===== src/rtl/alu_pkg.sv =====
// Shared ALU command encodings and arbiter state type.
package alu_pkg;

  localparam logic [3:0] ALU_AND      = 4'h0;
  localparam logic [3:0] ALU_OR       = 4'h1;
  localparam logic [3:0] ALU_XOR      = 4'h2;
  localparam logic [3:0] ALU_NOT      = 4'h3;
  localparam logic [3:0] ALU_UADD     = 4'h4;
  localparam logic [3:0] ALU_SADD     = 4'h5;
  localparam logic [3:0] ALU_LAST_CMD = 4'h5;

  typedef enum logic [1:0] {
    IDLE = 2'd0,
    EXEC = 2'd1,
    RESP = 2'd2
  } state_t;

endpackage


===== src/rtl/alu_arbiter_if.sv =====
// Requester and response channels of the shared-ALU arbiter.
interface alu_arbiter_if #(
  parameter int SIZE = 4
);
  logic              req0_valid;
  logic              req0_ready;
  logic [3:0]        req0_command;
  logic [SIZE-1:0]   req0_a;
  logic [SIZE-1:0]   req0_b;
  logic              req1_valid;
  logic              req1_ready;
  logic [3:0]        req1_command;
  logic [SIZE-1:0]   req1_a;
  logic [SIZE-1:0]   req1_b;
  logic              rsp_valid;
  logic              rsp_ready;
  logic              rsp_id;
  logic [2*SIZE-1:0] rsp_result;
  logic              rsp_overflow;
  logic              rsp_error;
  logic              busy;

  modport slave (
    input  req0_valid, req0_command, req0_a, req0_b,
    input  req1_valid, req1_command, req1_a, req1_b,
    input  rsp_ready,
    output req0_ready, req1_ready,
    output rsp_valid, rsp_id, rsp_result, rsp_overflow, rsp_error, busy
  );

  modport master (
    output req0_valid, req0_command, req0_a, req0_b,
    output req1_valid, req1_command, req1_a, req1_b,
    output rsp_ready,
    input  req0_ready, req1_ready,
    input  rsp_valid, rsp_id, rsp_result, rsp_overflow, rsp_error, busy
  );
endinterface


===== src/rtl/alu_arbiter_alu.sv =====
// Combinational ALU: logic ops and SIZE+1-bit adds, zero-extended to 2*SIZE.
module alu
  import alu_pkg::*;
#(
  parameter int SIZE = 4
) (
  input  logic              enable_i,
  input  logic [3:0]        command_i,
  input  logic [SIZE-1:0]   a_i,
  input  logic [SIZE-1:0]   b_i,
  output logic [2*SIZE-1:0] result_o,
  output logic              overflow_o
);

  logic [SIZE:0] sum;

  always_comb begin
    sum        = {1'b0, a_i} + {1'b0, b_i};
    result_o   = {(2*SIZE){1'b0}};
    overflow_o = 1'b0;
    if (enable_i) begin
      case (command_i)
        ALU_AND:  result_o = {{SIZE{1'b0}}, a_i & b_i};
        ALU_OR:   result_o = {{SIZE{1'b0}}, a_i | b_i};
        ALU_XOR:  result_o = {{SIZE{1'b0}}, a_i ^ b_i};
        ALU_NOT:  result_o = {{SIZE{1'b0}}, ~a_i};
        ALU_UADD: begin
          result_o   = {{(SIZE-1){1'b0}}, sum};
          overflow_o = sum[SIZE];
        end
        // Signed overflow: operands agree in sign but the sum does not.
        ALU_SADD: begin
          result_o   = {{(SIZE-1){1'b0}}, sum};
          overflow_o = (a_i[SIZE-1] == b_i[SIZE-1]) && (sum[SIZE-1] != a_i[SIZE-1]);
        end
        default: begin
          result_o   = {(2*SIZE){1'b0}};
          overflow_o = 1'b0;
        end
      endcase
    end else begin
      result_o   = {(2*SIZE){1'b0}};
      overflow_o = 1'b0;
    end
  end

endmodule


===== src/rtl/alu_arbiter.sv =====
// Round-robin arbiter sharing one ALU between two requesters;
// one operation in flight, result returned on a tagged response channel.
module alu_arbiter
  import alu_pkg::*;
#(
  parameter int SIZE = 4
) (
  input  logic          clk,
  input  logic          rst,
  alu_arbiter_if.slave  bus
);

  localparam logic [1:0] ST_IDLE = IDLE;
  localparam logic [1:0] ST_EXEC = EXEC;
  localparam logic [1:0] ST_RESP = RESP;

  logic [1:0]        state_q, state_d;
  logic              last_grant_q, last_grant_d;
  logic [3:0]        cmd_q, cmd_d;
  logic [SIZE-1:0]   a_q, a_d;
  logic [SIZE-1:0]   b_q, b_d;
  logic              id_q, id_d;
  logic              rsp_valid_q, rsp_valid_d;
  logic              rsp_id_q, rsp_id_d;
  logic [2*SIZE-1:0] rsp_result_q, rsp_result_d;
  logic              rsp_overflow_q, rsp_overflow_d;
  logic              rsp_error_q, rsp_error_d;

  logic              grant0, grant1, in_idle, cmd_legal, alu_en;
  logic [2*SIZE-1:0] alu_result;
  logic              alu_overflow;

  // On a tie the requester that did not win last time gets the ALU.
  always_comb begin
    grant0    = bus.req0_valid & (~bus.req1_valid | last_grant_q);
    grant1    = bus.req1_valid & (~bus.req0_valid | ~last_grant_q);
    in_idle   = (state_q == ST_IDLE);
    cmd_legal = (cmd_q <= ALU_LAST_CMD);
    alu_en    = (state_q == ST_EXEC) & cmd_legal;
  end

  alu #(.SIZE(SIZE)) u_alu (
    .enable_i   (alu_en),
    .command_i  (cmd_q),
    .a_i        (a_q),
    .b_i        (b_q),
    .result_o   (alu_result),
    .overflow_o (alu_overflow)
  );

  always_comb begin
    state_d        = state_q;
    last_grant_d   = last_grant_q;
    cmd_d          = cmd_q;
    a_d            = a_q;
    b_d            = b_q;
    id_d           = id_q;
    rsp_valid_d    = rsp_valid_q;
    rsp_id_d       = rsp_id_q;
    rsp_result_d   = rsp_result_q;
    rsp_overflow_d = rsp_overflow_q;
    rsp_error_d    = rsp_error_q;
    case (state_q)
      ST_IDLE: begin
        if (grant0 | grant1) begin
          cmd_d        = grant1 ? bus.req1_command : bus.req0_command;
          a_d          = grant1 ? bus.req1_a : bus.req0_a;
          b_d          = grant1 ? bus.req1_b : bus.req0_b;
          id_d         = grant1;
          last_grant_d = grant1;
          state_d      = ST_EXEC;
        end else begin
          state_d = ST_IDLE;
        end
      end
      ST_EXEC: begin
        rsp_result_d   = cmd_legal ? alu_result : {(2*SIZE){1'b0}};
        rsp_overflow_d = cmd_legal & alu_overflow;
        rsp_error_d    = ~cmd_legal;
        rsp_id_d       = id_q;
        rsp_valid_d    = 1'b1;
        state_d        = ST_RESP;
      end
      ST_RESP: begin
        if (bus.rsp_ready) begin
          rsp_valid_d = 1'b0;
          rsp_error_d = 1'b0;
          state_d     = ST_IDLE;
        end else begin
          state_d = ST_RESP;
        end
      end
      default: begin
        state_d = ST_IDLE;
      end
    endcase
  end

  always_ff @(posedge clk or posedge rst) begin
    if (rst) begin
      state_q        <= ST_IDLE;
      last_grant_q   <= 1'b1;
      cmd_q          <= 4'h0;
      a_q            <= {SIZE{1'b0}};
      b_q            <= {SIZE{1'b0}};
      id_q           <= 1'b0;
      rsp_valid_q    <= 1'b0;
      rsp_id_q       <= 1'b0;
      rsp_result_q   <= {(2*SIZE){1'b0}};
      rsp_overflow_q <= 1'b0;
      rsp_error_q    <= 1'b0;
    end else begin
      state_q        <= state_d;
      last_grant_q   <= last_grant_d;
      cmd_q          <= cmd_d;
      a_q            <= a_d;
      b_q            <= b_d;
      id_q           <= id_d;
      rsp_valid_q    <= rsp_valid_d;
      rsp_id_q       <= rsp_id_d;
      rsp_result_q   <= rsp_result_d;
      rsp_overflow_q <= rsp_overflow_d;
      rsp_error_q    <= rsp_error_d;
    end
  end

  assign bus.req0_ready   = in_idle & grant0;
  assign bus.req1_ready   = in_idle & grant1;
  assign bus.rsp_valid    = rsp_valid_q;
  assign bus.rsp_id       = rsp_id_q;
  assign bus.rsp_result   = rsp_result_q;
  assign bus.rsp_overflow = rsp_overflow_q;
  assign bus.rsp_error    = rsp_error_q;
  assign bus.busy         = ~in_idle;

endmodule


===== src/flat_wrapper.sv =====
// flat-port wrapper written by rule: the top's interface ports become plain ports
module alu_arbiter_flat import alu_pkg::*;
#(
  parameter int SIZE = 4
)
  (clk, rst, bus_req0_valid, bus_req0_command, bus_req0_a, bus_req0_b, bus_req1_valid, bus_req1_command, bus_req1_a, bus_req1_b, bus_rsp_ready, bus_req0_ready, bus_req1_ready, bus_rsp_valid, bus_rsp_id, bus_rsp_result, bus_rsp_overflow, bus_rsp_error, bus_busy);
  alu_arbiter_if #(.SIZE(SIZE)) bus_i ();
  input  logic clk;
  input  logic rst;
  input wire logic [$bits(bus_i.req0_valid)-1:0] bus_req0_valid;
  input wire logic [$bits(bus_i.req0_command)-1:0] bus_req0_command;
  input wire logic [$bits(bus_i.req0_a)-1:0] bus_req0_a;
  input wire logic [$bits(bus_i.req0_b)-1:0] bus_req0_b;
  input wire logic [$bits(bus_i.req1_valid)-1:0] bus_req1_valid;
  input wire logic [$bits(bus_i.req1_command)-1:0] bus_req1_command;
  input wire logic [$bits(bus_i.req1_a)-1:0] bus_req1_a;
  input wire logic [$bits(bus_i.req1_b)-1:0] bus_req1_b;
  input wire logic [$bits(bus_i.rsp_ready)-1:0] bus_rsp_ready;
  output wire logic [$bits(bus_i.req0_ready)-1:0] bus_req0_ready;
  output wire logic [$bits(bus_i.req1_ready)-1:0] bus_req1_ready;
  output wire logic [$bits(bus_i.rsp_valid)-1:0] bus_rsp_valid;
  output wire logic [$bits(bus_i.rsp_id)-1:0] bus_rsp_id;
  output wire logic [$bits(bus_i.rsp_result)-1:0] bus_rsp_result;
  output wire logic [$bits(bus_i.rsp_overflow)-1:0] bus_rsp_overflow;
  output wire logic [$bits(bus_i.rsp_error)-1:0] bus_rsp_error;
  output wire logic [$bits(bus_i.busy)-1:0] bus_busy;
  assign bus_i.req0_valid = bus_req0_valid;
  assign bus_i.req0_command = bus_req0_command;
  assign bus_i.req0_a = bus_req0_a;
  assign bus_i.req0_b = bus_req0_b;
  assign bus_i.req1_valid = bus_req1_valid;
  assign bus_i.req1_command = bus_req1_command;
  assign bus_i.req1_a = bus_req1_a;
  assign bus_i.req1_b = bus_req1_b;
  assign bus_i.rsp_ready = bus_rsp_ready;
  assign bus_req0_ready = bus_i.req0_ready;
  assign bus_req1_ready = bus_i.req1_ready;
  assign bus_rsp_valid = bus_i.rsp_valid;
  assign bus_rsp_id = bus_i.rsp_id;
  assign bus_rsp_result = bus_i.rsp_result;
  assign bus_rsp_overflow = bus_i.rsp_overflow;
  assign bus_rsp_error = bus_i.rsp_error;
  assign bus_busy = bus_i.busy;
  alu_arbiter #(.SIZE(SIZE)) u_core (.clk(clk), .rst(rst), .bus(bus_i));
endmodule

===== config.mk =====
export PLATFORM = sky130hd
export DESIGN_NAME = alu_arbiter_flat
export DESIGN_NICKNAME = d
export VERILOG_FILES = /design/src/rtl/alu_pkg.sv /design/src/rtl/alu_arbiter_if.sv /design/src/rtl/alu_arbiter_alu.sv /design/src/rtl/alu_arbiter.sv /design/src/flat_wrapper.sv
export SDC_FILE = /design/constraint.sdc
export NUM_CORES = 1
export LEC_CHECK = 0
export CORE_UTILIZATION = 43
export DETAILED_ROUTE_END_ITERATION = 7
export GPL_TIMING_DRIVEN = 0
export PLACE_DENSITY = 0.76
export SLEW_MARGIN = 20
export SYNTH_ARGS = -nofsm -noshare
export SYNTH_HDL_FRONTEND = slang
export SYNTH_SLANG_ARGS = --single-unit

===== constraint.sdc =====
create_clock -name clk -period 1.8 [get_ports clk]
set_input_delay 0.36 -clock clk [delete_from_list [all_inputs] [get_ports clk]]
set_output_delay 0.36 -clock clk [all_outputs]
set_load 0.03 [all_outputs]

==> results of run 1 <==
## layout make-up
cell class	count	area, sq um	area share
buffer	9	63.8	0.0298
tap	46	57.6	0.0269
inverter	13	48.8	0.0228
timing repair buffer	50	482	0.225
multi-input combinational	115	830	0.388
sequential	25	631	0.295
clock inverter	1	5.00	0.00234
clock buffer	3	22.5	0.0105
## worst max-delay path by stage
| stage | startpoint | end | slack (ns) | cells past startpoint |
|---|---|---|---|---|
| 2_1_floorplan | u_core.b_q[0] | u_core.bus.rsp_overflow | 0.14 | 6 |
| 3_3_place_gp | bus_req1_valid | bus_req1_ready | -0.74 | 5 |
| 4_1_cts | u_core.last_grant_q | bus_req1_ready | 0.004 | 4 |
| 5_1_grt | u_core.state_q[1] | bus_busy | -0.005 | 3 |
| 6_report | u_core.last_grant_q | bus_req0_ready | 0.05 | 4 |
| 3_5_place_dp | bus_req1_valid | bus_req1_ready | -0.77 | 5 |
## worst reg2reg max path, cell delays in order, from the launching register on
cell and delay, ns:
dfrtp_1 0.43, ha_1 0.26, fa_2 0.37, a21o_1 0.20, a21oi_2 0.15, o31a_1 0.16, o41ai_2 0.07
## sequential cells by signal, indices dropped and copies added, names as in the netlist, 2 cells and up
name and flops:
u_core.cmd_q 4, u_core.b_q 4, u_core.state_q 2, u_core.a_q 4, u_core.bus.rsp_result 5
## kinds of logic after synthesis
kind of cell               count (synthesis)  share of synthesized area
AOI/OAI and AO/OA                         43                      0.192
and+or+nand+nor                           41                      0.117
DFF                                       25                      0.403
buffers and inverters                     23                     0.0796
muxes                                     16                      0.111
adders and majority gates                  9                     0.0772
xor gates and xnor gates                   3                     0.0169
other                                      1                    0.00241
## routing by layer
layer,global-route usage,wire (um),vias to the layer above
li1,-,-,658
met1,0.229,1540,624
met2,0.387,1900,32
met3,0.0276,130,5
met4,0.0523,37,0
met5,0,0,-
## power breakdown
group	switching [uW]	total (uW)	internal, uW
Combinational	1270	2350	1070
Clock	178	262	83.4
Sequential	246	1090	844
## stage by stage
stage | utilization | cells | TNS [ns] | hold slack, ns | setup WS (ns)
floorplan | - | 163 | 0 | 0.387 | 0.139
global placement | 0.596 | 249 | -1.14 | 0.460 | -0.737
detailed placement | 0.596 | 249 | -1.45 | 0.467 | -0.770
CTS | 0.616 | 257 | 0 | 0.436 | 0.00434
global route | 0.631 | 262 | -0.00939 | 0.459 | -0.00511
finish | 0.631 | 262 | 0 | 0.445 | 0.0456
## placed cells by master (no fill, tap or decap), types with 2 or more instances in the layout
master,netlist,final
clkdlybuf4s50_1,0,32
dfrtp_1,24,21
nor2_1,18,18
a21oi_1,20,18
buf_4,5,15
mux2i_1,15,15
nand2_1,13,13
inv_1,11,11
ha_1,8,8
buf_2,3,3
nand2b_1,3,3
o21ai_1,3,3
buf_6,2,3
conb_1,1,3
clkbuf_4,0,3
dlygate4sd2_1,0,3
dlymetal6s2s_1,0,3
dfrtp_2,0,3
a21o_1,2,2
a21oi_2,0,2
o21ai_0,2,2
a22oi_1,2,2
a211oi_1,2,2
inv_2,2,2
o41ai_2,2,2
xor2_1,2,2
a211o_1,2,2
## repair_timing
| action | 4_1_cts | 5_1_grt |
|---|---|---|
| endpoints found under the hold margin | 0 | 0 |
| setup endpoints to repair | 4 | 7 |
| gates cloned | 0 | 0 |
| pin swaps | 0 | 1 |
| gates resized for setup | 21 | 8 |
| buffers inserted | 4 | 6 |
==> impl_metrics.toml, run 1 <==
[synthesis]
ys_ff_latch = 25
synth_seq_area_share = 0.403
avgSynthCellArea_sq_um = 9.66
synth_area_leaders = "dfrtp_1, mux2i_1, a21oi_1, ha_1, nor2_1"
yosysWarnings = 0
synthDistinctLibCells = 40
async_flop_share = 1.00
syn_inst = 161
yosysTopAreaCellShare = 0.386
yosys-top-cells-count = "dfrtp_1, a21oi_1, nor2_1"
synth_area_sq_um = 1560
synth_edf_count = 0
synth-main-ff-cell = "dfrtp_1"
synth_area_leader_cell = "dfrtp_1"
yosysMostFrequentCell = "dfrtp_1"

[power]
p_leak_uw = 0.00103
vdd_ir_drop_max_v = 0.000779
pwr_density_cell_nw_per_um2 = 1730
design_power_total_uw = 3700

[job]
cap_violations = 0

[layout]
fillerInstances = 285
antenna_cells = 0
drive_gt1_frac = 0.194
final_area_sq_um = 2140
synthToLayoutAreaGrowth_pct = 37.6
nets = 255

[critical_path]
worstPathMaxFanout = 3
reg2reg_to = "u_core.bus.rsp_overflow"
critical_path_required_ns = 1.44
reg2reg_from = "u_core.b_q[0]"
cp-start-kind = "flop"
critPathBufInv = 3
reg2reg_depth = 6
critical-path-top-delay-family = "flip-flops"
worstPathCellList = "buf_4 -> inv_1 -> a21oi_2 -> buf_6"
end_kind = "primary output"
crit_type = "reg -> out"
regToRegSetupSlack_ns = 0.06
crit_slowest_cell = "dfstp_2"
critPathMaxStageDelay_ns = 0.59
arrival_ns = 1.39

[outcome]
status = "completed"

[clock_network]
cts_buffers = 3
cts_max_path_buffers = 2
hold_buffers = 0
cts-root-buf = "clkbuf_4"
worstSkewPairLatency_ns = 0.33
cts_tree = "yes"
htreeDepth = 1
clkSinkCount = 25
path_clk_slew_ns = 0.15

[drt]
dr_total_vias = 1319
drc = 0
initialDrtViolationCount = 38
drt_first_pass_iters = 4
ant_nets = 0
drt-wirelength-per-cell_um = 13.8
wl_mm = 3.61
vias_per_cell = 5.03

[hold_path]
worst_hold_path_type = "in -> reg"
worstHoldEndpoint = "u_core.last_grant_q"
min_from = "bus_req0_valid"
min_path_cells = 2

[placed_design]
hpwlAfterDp_mm = 2.77
gp_congestion = 0.894
placed_cell_area_sq_um = 2020
io_buffers = 40

[die]
chipHeight_um = 62.1
initial_utilization = 0.459
die_area_sq_um = 3860
num_rows = 21
ioPinCount = 44
die_w_um = 62.1
core_sq_um = 3390

[global_routing]
grtUsageTotal = 0.201
overflow = 0
grt_max_degree = 26
grt_pass1_wl_mm = 6.15
grt_pass1_vias = 1364
antenna_found_initial = 0

[sta]
worst_pin_slew_ns = 0.926
hold_viol_final = 0
finalCritPeriodShare = 0.975
slew_viol_final = 0
rsz0062_at_grt = "true"
slew_headroom = 0.382
finalSetupViolations = 0
skew_ns = 0.00871
max_freq_ghz = 0.570
post-route-min-period_ns = 1.75
(Power assumes the default switching activity.)
==> run 2, diff against run 1 <==
Settings changed: ABC_CLOCK_PERIOD_IN_PS set to 1800.
==> results of run 2 <==
No change in the layout: final DEF, timing and power equal those of run 1.
